**src/rtl/lift_pkg.sv**
```systemverilog
// Shared types and helpers for the SCAN lift controller.
// Floor vectors are handled at a fixed 32-bit width so helpers work for any legal floor count.
package lift_pkg;

   localparam int MAX_FLOORS = 32;
   localparam int IDX_W      = 5;

   typedef enum logic [1:0] {
      IDLE,
      MOVE_UP,
      MOVE_DOWN,
      DOOR
   } state_t;

   function automatic logic any_above(input logic [MAX_FLOORS-1:0] vec,
                                      input logic [IDX_W-1:0]      idx);
      logic hit;
      hit = 1'b0;
      for (int i = 0; i < MAX_FLOORS; i++)
         if (i > int'(idx)) hit = hit | vec[i];
      return hit;
   endfunction

   function automatic logic any_below(input logic [MAX_FLOORS-1:0] vec,
                                      input logic [IDX_W-1:0]      idx);
      logic hit;
      hit = 1'b0;
      for (int i = 0; i < MAX_FLOORS; i++)
         if (i < int'(idx)) hit = hit | vec[i];
      return hit;
   endfunction

   function automatic logic [MAX_FLOORS-1:0] onehot(input logic [IDX_W-1:0] idx);
      return {{(MAX_FLOORS-1){1'b0}}, 1'b1} << idx;
   endfunction

endpackage

```
**src/rtl/lift_req_latch.sv**
```systemverilog
// Pending-request registers for hall up/down and car buttons.
// A clear at the served floor beats a simultaneous press; illegal hall bits never latch.
module lift_req_latch
   import lift_pkg::*;
#(
   parameter int N_FLOORS = 7
) (
   input  logic                clk,
   input  logic                rst_n,
   input  logic [N_FLOORS-1:0] up_button,
   input  logic [N_FLOORS-1:0] down_button,
   input  logic [N_FLOORS-1:0] inside_button,
   input  logic [N_FLOORS-1:0] clr_up,
   input  logic [N_FLOORS-1:0] clr_dn,
   input  logic [N_FLOORS-1:0] clr_in,
   output logic [N_FLOORS-1:0] pend_up,
   output logic [N_FLOORS-1:0] pend_dn,
   output logic [N_FLOORS-1:0] pend_in
);

   localparam logic [N_FLOORS-1:0] UP_LEGAL = {1'b0, {(N_FLOORS-1){1'b1}}};
   localparam logic [N_FLOORS-1:0] DN_LEGAL = {{(N_FLOORS-1){1'b1}}, 1'b0};

   // NOTE: state registers use non-blocking assignments so every flop samples
   // the pre-edge values; pending requests are reset so a reset drops all calls.
   always_ff @(posedge clk or negedge rst_n) begin
      if (!rst_n) begin
         pend_up <= '0;
         pend_dn <= '0;
         pend_in <= '0;
      end else begin
         pend_up <= (pend_up | up_button)     & ~clr_up & UP_LEGAL;
         pend_dn <= (pend_dn | down_button)   & ~clr_dn & DN_LEGAL;
         pend_in <= (pend_in | inside_button) & ~clr_in;
      end
   end

endmodule

```
**src/rtl/lift_scan_ctrl.sv**
```systemverilog
// SCAN lift controller: N floors, timed travel per floor and timed door dwell.
// Keeps moving while requests lie ahead, serves stops on arrival, then reverses.
module lift_scan_ctrl
   import lift_pkg::*;
#(
   parameter int  N_FLOORS      = 7,
   parameter int  TRAVEL_CYCLES = 4,
   parameter int  DOOR_CYCLES   = 8,
   localparam int FW            = $clog2(N_FLOORS)
) (
   input  logic                clk,
   input  logic                rst_n,
   input  logic [N_FLOORS-1:0] up_button,
   input  logic [N_FLOORS-1:0] down_button,
   input  logic [N_FLOORS-1:0] inside_button,
   output logic [N_FLOORS-1:0] present_floor,
   output logic [FW-1:0]       floor_idx,
   output logic                dir_up,
   output logic                moving,
   output logic                door_open,
   output logic [N_FLOORS-1:0] reset_up,
   output logic [N_FLOORS-1:0] reset_down,
   output logic [N_FLOORS-1:0] reset_inside_button
);

   localparam int TW = $clog2(TRAVEL_CYCLES + 1);
   localparam int DW = $clog2(DOOR_CYCLES + 1);
   localparam logic [TW-1:0]       TRAVEL_LAST = TW'(TRAVEL_CYCLES - 1);
   localparam logic [DW-1:0]       DOOR_LAST   = DW'(DOOR_CYCLES - 1);
   localparam logic [IDX_W-1:0]    TOP_IDX     = IDX_W'(N_FLOORS - 1);
   localparam logic [N_FLOORS-1:0] UP_LEGAL    = {1'b0, {(N_FLOORS-1){1'b1}}};
   localparam logic [N_FLOORS-1:0] DN_LEGAL    = {{(N_FLOORS-1){1'b1}}, 1'b0};

   state_t            state, state_d;
   logic [FW-1:0]     floor_d;
   logic              dir_d;
   logic [TW-1:0]     travel_cnt, travel_d;
   logic [DW-1:0]     door_cnt, door_d;
   logic [N_FLOORS-1:0] pend_up, pend_dn, pend_in;
   logic [N_FLOORS-1:0] clr_up, clr_dn, clr_in;
   logic [N_FLOORS-1:0] floor_hot;

   lift_req_latch #(.N_FLOORS(N_FLOORS)) u_req (
      .clk           (clk),
      .rst_n         (rst_n),
      .up_button     (up_button),
      .down_button   (down_button),
      .inside_button (inside_button),
      .clr_up        (clr_up),
      .clr_dn        (clr_dn),
      .clr_in        (clr_in),
      .pend_up       (pend_up),
      .pend_dn       (pend_dn),
      .pend_in       (pend_in)
   );

   // Request terms evaluated in a fixed-width domain so any index stays in range.
   logic [MAX_FLOORS-1:0] pu_w, pd_w, pi_w, pall_w;
   logic [IDX_W-1:0]      f_w, g_w;
   logic ahead_up, ahead_dn, here_up, here_dn;
   logic move_dn, beyond_g, same_g, opp_g, g_end;

   assign pu_w   = MAX_FLOORS'(pend_up);
   assign pd_w   = MAX_FLOORS'(pend_dn);
   assign pi_w   = MAX_FLOORS'(pend_in);
   assign pall_w = pu_w | pd_w | pi_w;
   assign f_w    = IDX_W'(floor_idx);

   assign ahead_up = any_above(pall_w, f_w);
   assign ahead_dn = any_below(pall_w, f_w);
   assign here_up  = pu_w[f_w] | pi_w[f_w];
   assign here_dn  = pd_w[f_w] | pi_w[f_w];

   assign move_dn  = (state == MOVE_DOWN);
   assign g_w      = move_dn ? f_w - IDX_W'(1) : f_w + IDX_W'(1);
   assign beyond_g = move_dn ? any_below(pall_w, g_w) : any_above(pall_w, g_w);
   assign same_g   = move_dn ? pd_w[g_w] : pu_w[g_w];
   assign opp_g    = move_dn ? pu_w[g_w] : pd_w[g_w];
   assign g_end    = move_dn ? (g_w == '0) : (g_w == TOP_IDX);

   assign floor_hot = N_FLOORS'(onehot(f_w));

   // NOTE: every always_comb output gets a default first, so no path infers a latch.
   always_comb begin
      state_d  = state;
      floor_d  = floor_idx;
      dir_d    = dir_up;
      travel_d = travel_cnt;
      door_d   = door_cnt;
      clr_up   = '0;
      clr_dn   = '0;
      clr_in   = '0;

      case (state)
         IDLE: begin
            if (here_up || here_dn) begin
               state_d = DOOR;
               if (pu_w[f_w])      dir_d = 1'b1;
               else if (pd_w[f_w]) dir_d = 1'b0;
            end else if (ahead_up && (dir_up || !ahead_dn)) begin
               state_d = MOVE_UP;
               dir_d   = 1'b1;
            end else if (ahead_dn) begin
               state_d = MOVE_DOWN;
               dir_d   = 1'b0;
            end
         end

         MOVE_UP, MOVE_DOWN: begin
            if (travel_cnt != TRAVEL_LAST) begin
               travel_d = travel_cnt + TW'(1);
            end else begin
               travel_d = '0;
               floor_d  = FW'(g_w);
               if (pi_w[g_w] || same_g) begin
                  state_d = DOOR;
               end else if (!beyond_g && opp_g) begin
                  state_d = DOOR;
                  dir_d   = ~dir_up;
               end else if (!beyond_g || g_end) begin
                  state_d = DOOR;
               end
            end
         end

         DOOR: begin
            clr_in = floor_hot;
            if (dir_up) clr_up = floor_hot & UP_LEGAL;
            else        clr_dn = floor_hot & DN_LEGAL;

            if (door_cnt != DOOR_LAST) begin
               door_d = door_cnt + DW'(1);
            end else begin
               door_d = '0;
               if (dir_up ? ahead_up : ahead_dn) begin
                  state_d = dir_up ? MOVE_UP : MOVE_DOWN;
               end else if (dir_up ? pd_w[f_w] : pu_w[f_w]) begin
                  // Opposite hall call here: stay in DOOR for a fresh dwell.
                  dir_d = ~dir_up;
               end else if (dir_up ? ahead_dn : ahead_up) begin
                  dir_d   = ~dir_up;
                  state_d = dir_up ? MOVE_DOWN : MOVE_UP;
               end else begin
                  state_d = IDLE;
               end
            end
         end
      endcase
   end

   always_ff @(posedge clk or negedge rst_n) begin
      if (!rst_n) begin
         state      <= IDLE;
         floor_idx  <= '0;
         dir_up     <= 1'b1;
         travel_cnt <= '0;
         door_cnt   <= '0;
      end else begin
         state      <= state_d;
         floor_idx  <= floor_d;
         dir_up     <= dir_d;
         travel_cnt <= travel_d;
         door_cnt   <= door_d;
      end
   end

   assign present_floor       = floor_hot;
   assign moving              = (state == MOVE_UP) || (state == MOVE_DOWN);
   assign door_open           = (state == DOOR);
   assign reset_up            = clr_up;
   assign reset_down          = clr_dn;
   assign reset_inside_button = clr_in;

endmodule

```
**config.mk**
```make
export PLATFORM = sky130hd
export DESIGN_NAME = lift_scan_ctrl
export DESIGN_NICKNAME = d
export VERILOG_FILES = /design/src/rtl/lift_pkg.sv /design/src/rtl/lift_req_latch.sv /design/src/rtl/lift_scan_ctrl.sv
export SDC_FILE = /design/constraint.sdc
export NUM_CORES = 1
export LEC_CHECK = 0
export CAP_MARGIN = 20
export CORE_MARGIN = 3
export CORE_UTILIZATION = 55
export DETAILED_ROUTE_END_ITERATION = 8
export PLACE_DENSITY = 0.86
export SLEW_MARGIN = 20
export SYNTH_ARGS = -nofsm -noshare
export SYNTH_HDL_FRONTEND = slang
export SYNTH_SLANG_ARGS = --single-unit
export TNS_END_PERCENT = 50
```
**constraint.sdc**
```tcl
create_clock -name clk -period 9.2 [get_ports clk]
set_clock_uncertainty 0.1 [all_clocks]
set_input_delay 1.38 -clock clk [delete_from_list [all_inputs] [get_ports clk]]
set_output_delay 1.38 -clock clk [all_outputs]
set_load 0.03 [all_outputs]
```
==> impl_metrics.env, run 1 <==
export IMPL_fin_crit_ns=4.34
export IMPL_vias_per_cell=6.29
export IMPL_cp_start_kind="register"
export IMPL_reg2reg_to="dir_up"
export IMPL_grt_pass1_vias=2518
export IMPL_grt_setup_unrepaired="no"
export IMPL_vias=2529
export IMPL_clk_pin_slew_ns=0.07
export IMPL_peakVddDrop_uv=192
export IMPL_grt_overflow=0
export IMPL_crit_fanout=35
export IMPL_cts_tree="yes"
export IMPL_layout_setup_ws_ns=4.86
export IMPL_drt_pass1_iter_count=5
export IMPL_r2r_start="floor_idx[0]"
export IMPL_antenna_found_initial=0
export IMPL_powerDensity_mw_per_mm2=409
export IMPL_htree_levels=2
export IMPL_drive_gt1_frac=0.0800
export IMPL_initial_core_util=0.577
export IMPL_worst_pin_slew_ns=0.807
export IMPL_grt_max_degree=36
export IMPL_synth_edf_count=0
export IMPL_clkSinkCount=32
export IMPL_cts_root_buf="clkbuf_8"
export IMPL_pre_cts_slack_ns=5.19
export IMPL_diodes=0
export IMPL_ff2ff_path_depth=11
export IMPL_finalHoldViolCount=0
export IMPL_drc_errors=0
export IMPL_min_path_type="register to register"
export IMPL_finalWeightedCongestion=0.941
export IMPL_yosys_most_used_dff="dfrtp_1"
export IMPL_p_clk_frac=0.104
export IMPL_p_leak_nw=1.25
export IMPL_cts_max_path_buffers=2
export IMPL_report_final_slew_viol_count=0
export IMPL_syn_area_mm2=0.00255
export IMPL_yosysUniqueCellTypes=66
export IMPL_p_seq_frac=0.206
export IMPL_die_area_mm2=0.00549
export IMPL_die_h_um=74.1
export IMPL_grt_total_usage=0.294
export IMPL_cts_made_buffers=5
export IMPL_critical_path_class="register to output port"
export IMPL_ys_warnings_count=0
export IMPL_finalSetupViolCount=0
export IMPL_drv_cap=0
export IMPL_max_freq_mhz=231
export IMPL_avgSynthCellArea_um2=8.47
export IMPL_p_sw_frac=0.514
export IMPL_final_common_cell="nor2_1"
export IMPL_ant_nets=0
export IMPL_finalWirelength_um=7350
export IMPL_nets=385
export IMPL_grt_pass1_wl_um=12500
export IMPL_clock_latency_ns=0.28
export IMPL_cts_setup_buffers=0
export IMPL_core_region_area_mm2=0.00441
export IMPL_hpwl_um=5320
export IMPL_arrival_ns=2.86
export IMPL_r2r_slack_ns=5.00
export IMPL_syn_inst=301
export IMPL_status="complete, no violations"
export IMPL_endpoint_kind="output port"
export IMPL_synth_seq_cells=32
export IMPL_syn2layout_area_growth_pct=23.6
export IMPL_fin_tns_setup_ns=0
export IMPL_maxSlewHeadroom=0.458
export IMPL_die_width_um=74.1
export IMPL_startpoint="floor_idx[0]"
export IMPL_crit_path_end="reset_down[2]"
export IMPL_cp_required_ns=7.72
export IMPL_drt_iter0_drc=271
export IMPL_netSwitchingPower_mw=0.662
export IMPL_p_comb_frac=0.690
export IMPL_final_cell_mix="nor2_1, clkdlybuf4s50_1, dfrtp_1, nand2_1, inv_1"
export IMPL_yosysSeqAreaShare=0.315
export IMPL_wl_per_cell_um=18.3
export IMPL_p_int_mw=0.626
export IMPL_top_level_ports=57
export IMPL_synth_async_reset_ratio=1.00
export IMPL_postCtsResizedCells=0
export IMPL_port_buffers=52
export IMPL_num_rows=24
export IMPL_hold_buffers=0
export IMPL_post_route_period_util=0.471
[critical path, cell delays in order (launching register included)]
cell             delay (ns)
dfrtp_1                0.32
buf_4                  0.34
clkinv_1               0.44
ha_1                   0.44
nor2b_1                0.18
nand2_1                0.12
nor2_1                 0.09
clkdlybuf4s50_1        0.63
[how the worst min path moves through the flow]
stage | startpoint | endpoint | depth (start not counted)
floorplan | travel_cnt[0] | travel_cnt[0] | 1
detailed placement | travel_cnt[0] | travel_cnt[0] | 1
global placement | travel_cnt[0] | travel_cnt[0] | 1
global route | door_cnt[2] | door_cnt[2] | 1
finish | travel_cnt[0] | travel_cnt[0] | 1
CTS | travel_cnt[0] | travel_cnt[0] | 1
[kinds of logic (layout without fill, tap and decap cells)]
| kind of cell | after synthesis | in the layout | share of synthesized area |
|---|---|---|---|
| AO/OA/AOI/OAI | 69 | 69 | 0.195 |
| flip-flops | 32 | 32 | 0.315 |
| buffers and inverters | 34 | 82 | 0.0746 |
| AND/OR/NAND/NOR | 132 | 132 | 0.255 |
| XOR/XNOR | 4 | 4 | 0.0137 |
| multiplexers | 16 | 16 | 0.0815 |
| other | 1 | 2 | 0.00147 |
| adder cells (fa/ha/maj) | 13 | 13 | 0.0638 |
[flip-flops by register name, summed over array words and instances, names as in the netlist]
| signal | count |
|---|---|
| door_cnt | 4 |
| floor_idx | 3 |
| travel_cnt | 3 |
| u_req.pend_in | 7 |
| u_req.pend_dn | 6 |
| dir_up | 1 |
| u_req.pend_up | 6 |
| state | 2 |
[routing by layer]
metal	GRT usage	routed length (um)	vias up
li1	-	-	1165
met1	0.383	2920	1170
met2	0.460	3490	159
met3	0.0730	659	35
met4	0.139	285	0
met5	0	0	-
[stage by stage]
stage | hold slack, ns | total power, mW | util | cells | cell area (um^2)
final | 0.381 | 1.29 | 0.713 | 402 | 3150
after global routing | 0.426 | 1.38 | 0.713 | 402 | 3150
after CTS | 0.384 | 1.27 | 0.713 | 402 | 3150
after detailed placement | 0.375 | 1.13 | 0.689 | 394 | 3040
after global placement | 0.365 | 1.11 | 0.689 | 394 | 3040
after floorplan | 0.357 | 0.915 | - | 302 | 2550
[area by class of cell]
type	count	area [um^2]
multi-input combinational	236	1560
tap	52	65.1
clock buffer	6	72.6
timing repair buffer	55	543
clock inverter	2	35.0
sequential	32	802
fill	341	1260
inverter	19	71.3
[cells in the mapped netlist (2+ instances only)]
cell type	number	area [um^2]
o21ai_0	12	60.1
a31oi_1	2	12.5
nor3_1	11	55.1
o32ai_1	2	17.5
nand3b_1	2	15.0
clkbuf_4	3	22.5
buf_2	2	10.0
a22o_1	2	17.5
a211oi_1	2	15.0
a22oi_1	2	15.0
xnor2_1	3	26.3
ha_1	13	163
and3_1	5	31.3
nand3_1	10	50.1
o31ai_1	4	30.0
mux2i_1	8	80.1
o211ai_1	2	15.0
buf_6	5	56.3
mux2_2	2	22.5
inv_1	16	60.1
a21o_1	4	30.0
buf_4	3	22.5
or4bb_1	2	22.5
nand2b_1	3	18.8
nor2b_1	4	25.0
a21oi_1	11	55.1
o22ai_1	5	31.3
mux4_2	2	45.0
and2_1	5	31.3
clkbuf_1	2	7.51
nor2_1	58	218
inv_2	2	7.51
o21ai_1	2	10.0
o21a_1	3	22.5
mux2_1	3	33.8
a32oi_1	2	17.5
nand2_1	21	78.8
nand4_1	3	18.8
dfrtp_1	31	776
[power by group through the flow]
stage | sequential (mW) | clock, mW | combinational (mW)
final | 0.266 | 0.134 | 0.889
after global routing | 0.273 | 0.143 | 0.966
after CTS | 0.264 | 0.134 | 0.875
after detailed placement | 0.265 | 0 | 0.864
after global placement | 0.263 | 0 | 0.844
after floorplan | 0.253 | 0 | 0.662
No activity file was read; power rests on OpenSTA's default activity.
==> inputs of run 2 (changes only) <==
--- a/config.mk
+++ b/config.mk
@@ -7,9 +7,9 @@
 export LEC_CHECK = 0
 export CAP_MARGIN = 20
 export CORE_MARGIN = 3
-export CORE_UTILIZATION = 55
+export CORE_UTILIZATION = 46
 export DETAILED_ROUTE_END_ITERATION = 8
-export PLACE_DENSITY = 0.86
+export PLACE_DENSITY = 0.77
 export SLEW_MARGIN = 20
 export SYNTH_ARGS = -nofsm -noshare
 export SYNTH_HDL_FRONTEND = slang
==> constraint.sdc (replaced) <==
create_clock -name clk -period 3.8 [get_ports clk]
set_clock_uncertainty 0.1 [all_clocks]
set_input_delay 0.57 -clock clk [delete_from_list [all_inputs] [get_ports clk]]
set_output_delay 0.57 -clock clk [all_outputs]
set_load 0.03 [all_outputs]
==> run 2 against run 1 <==
Compared with the run above: first-iteration DRC count up 12%; power up 140%; routed wire length fell by 2.6%; flip-flop and latch count is the same; clock power rose by 140%; critical endpoint is now dir_up; largest cell class unchanged; largest power group unchanged.
==> impl_metrics.env, run 2 (synthesized netlist as in run 1, its figures left out) <==
export IMPL_drive_gt1_frac=0.0878
export IMPL_core_region_area_mm2=0.00524
export IMPL_nFillCells=450
export IMPL_num_rows=26
export IMPL_p_leak_nw=1.27
export IMPL_largest_reg_flops=7
export IMPL_postCtsResizedCells=0
export IMPL_finalWeightedCongestion=0.903
export IMPL_min_path_cells=1
export IMPL_cts_root_buf="clkbuf_8"
export IMPL_grt_total_usage=0.235
export IMPL_drt_iter0_drc=303
export IMPL_die_h_um=80.4
export IMPL_final_common_cell="nor2_1"
export IMPL_port_buffers=52
export IMPL_report_final_slew_viol_count=0
export IMPL_finalSetupViolCount=0
export IMPL_clk_pin_slew_ns=0.07
export IMPL_fin_cells=423
export IMPL_endpoint_kind="register"
export IMPL_cts_made_buffers=5
export IMPL_top_level_ports=57
export IMPL_cpPeakStageDelay_ns=0.67
export IMPL_grt_pass1_vias=2363
export IMPL_drv_cap=0
export IMPL_antenna_found_initial=0
export IMPL_worst_pin_slew_ns=0.820
export IMPL_clkSinkCount=32
export IMPL_r2r_slack_ns=0.26
export IMPL_grt_setup_unrepaired="no"
export IMPL_ant_nets=0
export IMPL_wl_per_cell_um=16.9
export IMPL_powerDensity_mw_per_mm2=972
export IMPL_hold_buffers=0
export IMPL_critical_path_class="register to register"
export IMPL_cp_start_kind="register"
export IMPL_drt_pass1_iter_count=5
export IMPL_die_width_um=80.4
export IMPL_vias_per_cell=5.93
export IMPL_nets=388
export IMPL_max_freq_mhz=282
export IMPL_syn2layout_area_growth_pct=25.3
export IMPL_top_register="u_req.pend_in"
export IMPL_dpl_cell_count=415
export IMPL_finalPower_mw=3.11
export IMPL_grt_overflow=0
export IMPL_cts_tree="yes"
export IMPL_finalWirelength_um=7170
export IMPL_status="complete, no violations"
export IMPL_layout_setup_ws_ns=0.255
export IMPL_fin_crit_ns=3.54
export IMPL_timing_critical_path_max_delay_family="compound AO/OA/AOI/OAI gates"
export IMPL_crit_buf_inv=1
export IMPL_hpwl_um=5200
export IMPL_min_path_type="register to register"
export IMPL_maxSlewHeadroom=0.453
export IMPL_ff2ff_path_depth=10
export IMPL_slowest_stage="xnor2_1"
export IMPL_grt_pass1_wl_um=11800
export IMPL_initial_core_util=0.487
export IMPL_htree_levels=2
export IMPL_crit_fanout=10
export IMPL_clock_latency_ns=0.28
export IMPL_pre_cts_slack_ns=0.377
export IMPL_cp_cell_sequence="clkinv_1 > ha_1 > xnor2_1 > mux4_2 > a32oi_1 > o21a_1 > a21oi_1 > o31ai_1 > a41oi_1 > o21bai_1"
export IMPL_diodes=0
export IMPL_final_cell_mix="nor2_1, clkdlybuf4s50_1, dfrtp_1, nand2_1, inv_1"
export IMPL_vias=2510
export IMPL_finalHoldViolCount=0
export IMPL_cts_max_path_buffers=2
export IMPL_drc_errors=0
export IMPL_reg_top3="u_req.pend_in: 7 flops, u_req.pend_dn: 6 flops, u_req.pend_up: 6 flops"
export IMPL_fin_tns_setup_ns=0
export IMPL_post_route_period_util=0.933
export IMPL_peakVddDrop_uv=474
export IMPL_grt_max_degree=33
export IMPL_cp_num_cells=10
export IMPL_arrival_ns=3.65
export IMPL_cp_required_ns=3.91
export IMPL_cts_setup_buffers=0
export IMPL_die_area_mm2=0.00647
[run 2: cell count changes in the layout (fill, tap and decap cells not counted)]
| cell | before | now |
|---|---|---|
| buf_4 | 3 | 6 |
[run 2: cell type report]
type	count	area (um^2)	share of cell area
Clock buffer	6	72.6	0.0227
Clock inverter	2	35.0	0.0110
Inverter	19	71.3	0.0223
Multi-Input combinational cell	236	1560	0.488
Sequential cell	32	802	0.251
Tap cell	70	87.6	0.0274
Timing Repair Buffer	58	566	0.177
[run 2: per-layer routing]
layer,global-route usage,vias to the layer above,wire (um)
met5,0,-,0
met4,0.0878,0,121
met3,0.0448,15,526
met2,0.373,125,3420
met1,0.317,1196,3100
li1,-,1174,-
[run 2: worst reg2reg max path: stages, from the launching register on]
cell	delay, ns
dfrtp_1	0.46
clkinv_1	0.12
ha_1	0.42
xnor2_1	0.67
mux4_2	0.41
a32oi_1	0.30
o21a_1	0.18
a21oi_1	0.07
o31ai_1	0.38
a41oi_1	0.17
o21bai_1	0.19
[run 2: through the flow]
step | cell area [um^2] | hold WS (ns) | util
after detailed placement | 3090 | 0.381 | 0.589
after floorplan | 2550 | 0.174 | -
after CTS | 3190 | 0.391 | 0.610
final | 3190 | 0.391 | 0.610
after global placement | 3090 | 0.370 | 0.589
after global routing | 3190 | 0.422 | 0.610
[run 2: report_power, final]
part | internal (mW) | switching (mW)
Clock | 0.195 | 0.128
Combinational | 0.865 | 1.29
Sequential | 0.471 | 0.161
[run 2: worst paths after layout]
kind | endpoint | start
setup / recovery | dir_up | floor_idx[0]
hold / removal | travel_cnt[0] | travel_cnt[0]
setup reg to reg | dir_up | floor_idx[0]
hold reg to reg | travel_cnt[0] | travel_cnt[0]
max in group asynchronous | dir_up | rst_n
min in group asynchronous | state[0] | rst_n
==> inputs of run 3 (changes only) <==
--- a/config.mk
+++ b/config.mk
@@ -7,9 +7,9 @@
 export LEC_CHECK = 0
 export CAP_MARGIN = 20
 export CORE_MARGIN = 3
-export CORE_UTILIZATION = 46
+export CORE_UTILIZATION = 51
 export DETAILED_ROUTE_END_ITERATION = 8
-export PLACE_DENSITY = 0.77
+export PLACE_DENSITY = 0.81
 export SLEW_MARGIN = 20
 export SYNTH_ARGS = -nofsm -noshare
 export SYNTH_HDL_FRONTEND = slang
==> constraint.sdc (replaced) <==
create_clock -name clk -period 3.69 [get_ports clk]
set_clock_uncertainty 0.1 [all_clocks]
set_input_delay 0.5535 -clock clk [delete_from_list [all_inputs] [get_ports clk]]
set_output_delay 0.5535 -clock clk [all_outputs]
set_load 0.03 [all_outputs]
==> run 3 against run 2 <==
Compared with the run above: hold slack got worse by 0.0036 ns; register-to-register slack improved by 0.07 ns; flip-flop and latch count did not move; clock-buffer cell count did not move; die area fell by 9.1%; critical path type unchanged; highest routed layer unchanged.
==> impl_metrics.env, run 3 (synthesized netlist as in run 1, its figures left out) <==
export IMPL_status="complete, no violations"
export IMPL_critical_path_class="register to register"
export IMPL_vias_per_cell=5.94
export IMPL_grt_total_usage=0.243
export IMPL_crit_fanout=10
export IMPL_grt_setup_unrepaired="no"
export IMPL_grt_overflow=0
export IMPL_finalWirelength_um=7030
export IMPL_cpPeakStageDelay_ns=0.64
export IMPL_hpwl_um=5180
export IMPL_powerDensity_mw_per_mm2=990
export IMPL_min_path_type="register to register"
export IMPL_post_route_period_util=0.912
export IMPL_drc_errors=0
export IMPL_drive_gt1_frac=0.0852
export IMPL_die_area_mm2=0.00588
export IMPL_drt_iter0_drc=207
export IMPL_htree_levels=2
export IMPL_fin_tns_setup_ns=0
export IMPL_antenna_found_initial=0
export IMPL_drt_pass1_iter_count=5
export IMPL_ant_nets=0
export IMPL_max_freq_mhz=297
export IMPL_grt_pass1_wl_um=11500
export IMPL_grt_max_degree=34
export IMPL_cts_tree="yes"
export IMPL_cp_required_ns=3.80
export IMPL_finalHoldViolCount=0
export IMPL_report_final_slew_viol_count=0
export IMPL_vias=2489
export IMPL_slowest_stage="xnor2_1"
export IMPL_largest_reg_flops=7
export IMPL_diodes=0
export IMPL_clock_latency_ns=0.29
export IMPL_fin_cells=419
export IMPL_cts_root_buf="clkbuf_8"
export IMPL_reg_top3="u_req.pend_in: 7 flops, u_req.pend_dn: 6 flops, u_req.pend_up: 6 flops"
export IMPL_cts_max_path_buffers=2
export IMPL_top_register="u_req.pend_in"
export IMPL_clkSinkCount=32
export IMPL_port_buffers=52
export IMPL_final_common_cell="nor2_1"
export IMPL_cts_setup_buffers=0
export IMPL_finalPower_mw=3.13
export IMPL_num_rows=25
export IMPL_die_h_um=76.7
export IMPL_finalSetupViolCount=0
export IMPL_maxSlewHeadroom=0.475
export IMPL_worst_pin_slew_ns=0.788
export IMPL_nFillCells=401
export IMPL_endpoint_kind="register"
export IMPL_peakVddDrop_uv=608
export IMPL_top_level_ports=57
export IMPL_core_region_area_mm2=0.00479
export IMPL_cts_made_buffers=5
export IMPL_drv_cap=0
export IMPL_wl_per_cell_um=16.8
export IMPL_postCtsResizedCells=0
export IMPL_clk_pin_slew_ns=0.07
export IMPL_fin_crit_ns=3.36
export IMPL_cp_start_kind="register"
export IMPL_grt_pass1_vias=2297
export IMPL_final_cell_mix="nor2_1, clkdlybuf4s50_1, dfrtp_1, nand2_1, inv_1"
export IMPL_arrival_ns=3.48
export IMPL_p_leak_nw=1.25
export IMPL_finalWeightedCongestion=0.888
export IMPL_initial_core_util=0.533
export IMPL_syn2layout_area_growth_pct=24.2
export IMPL_cp_cell_sequence="inv_2 > ha_1 > xnor2_1 > mux4_2 > a32oi_1 > o21a_1 > a21oi_1 > o31ai_1 > a41oi_1 > o21bai_1"
export IMPL_dpl_cell_count=411
export IMPL_hold_buffers=0
export IMPL_nets=387
export IMPL_die_width_um=76.7
## run 3: worst paths after layout
check / start / to / slack, ns / cells past startpoint
worst max-delay path: floor_idx[1] / dir_up / 0.33 / 10
worst min-delay path: travel_cnt[0] / travel_cnt[0] / 0.39 / 1
worst max register to register: floor_idx[1] / dir_up / 0.33 / 10
worst min register to register: travel_cnt[0] / travel_cnt[0] / 0.39 / 1
max in group asynchronous: rst_n / dir_up / 2.60 / 2
min in group asynchronous: rst_n / state[0] / 0.56 / 2
## run 3: layout make-up
class / instances / area, um^2 / share of cell area
Clock buffer: 6 / 72.6 / 0.0229
Sequential cell: 32 / 802 / 0.253
Clock inverter: 2 / 16.3 / 0.00514
Tap cell: 67 / 83.8 / 0.0265
Timing Repair Buffer: 57 / 558 / 0.176
Multi-Input combinational cell: 236 / 1560 / 0.493
Inverter: 19 / 71.3 / 0.0225
## run 3: worst max-delay path, delay by kind of cell (launching register included)
family | cells | cell delay [ns]
flops | 1 | 0.39
mux | 1 | 0.41
compound gates | 6 | 1.20
fa+ha+maj | 1 | 0.36
buf+inv | 1 | 0.17
xor+xnor | 1 | 0.64
## run 3: report_power, final
part           total, mW  internal (mW)  switching, mW  leakage (nW)
Clock              0.270          0.134          0.136        0.0414
Sequential         0.640          0.485          0.155         0.329
Combinational       2.22          0.890           1.33         0.880
## run 3: through the flow
stage | area (um^2) | worst slack, ns | util | hold slack [ns]
floorplan | 2550 | 0.332 | - | 0.158
global placement | 3080 | 0.424 | 0.643 | 0.366
detailed placement | 3080 | 0.413 | 0.643 | 0.377
CTS | 3160 | 0.387 | 0.661 | 0.387
global route | 3160 | 0.0998 | 0.661 | 0.408
finish | 3160 | 0.326 | 0.661 | 0.387
## run 3: per-layer routing
metal,vias to the layer above,global-route usage,routed length (um)
met5,-,0,0
met4,0,0.0906,166
met3,19,0.0540,516
met2,122,0.375,3310
met1,1175,0.332,3040
li1,1173,-,-
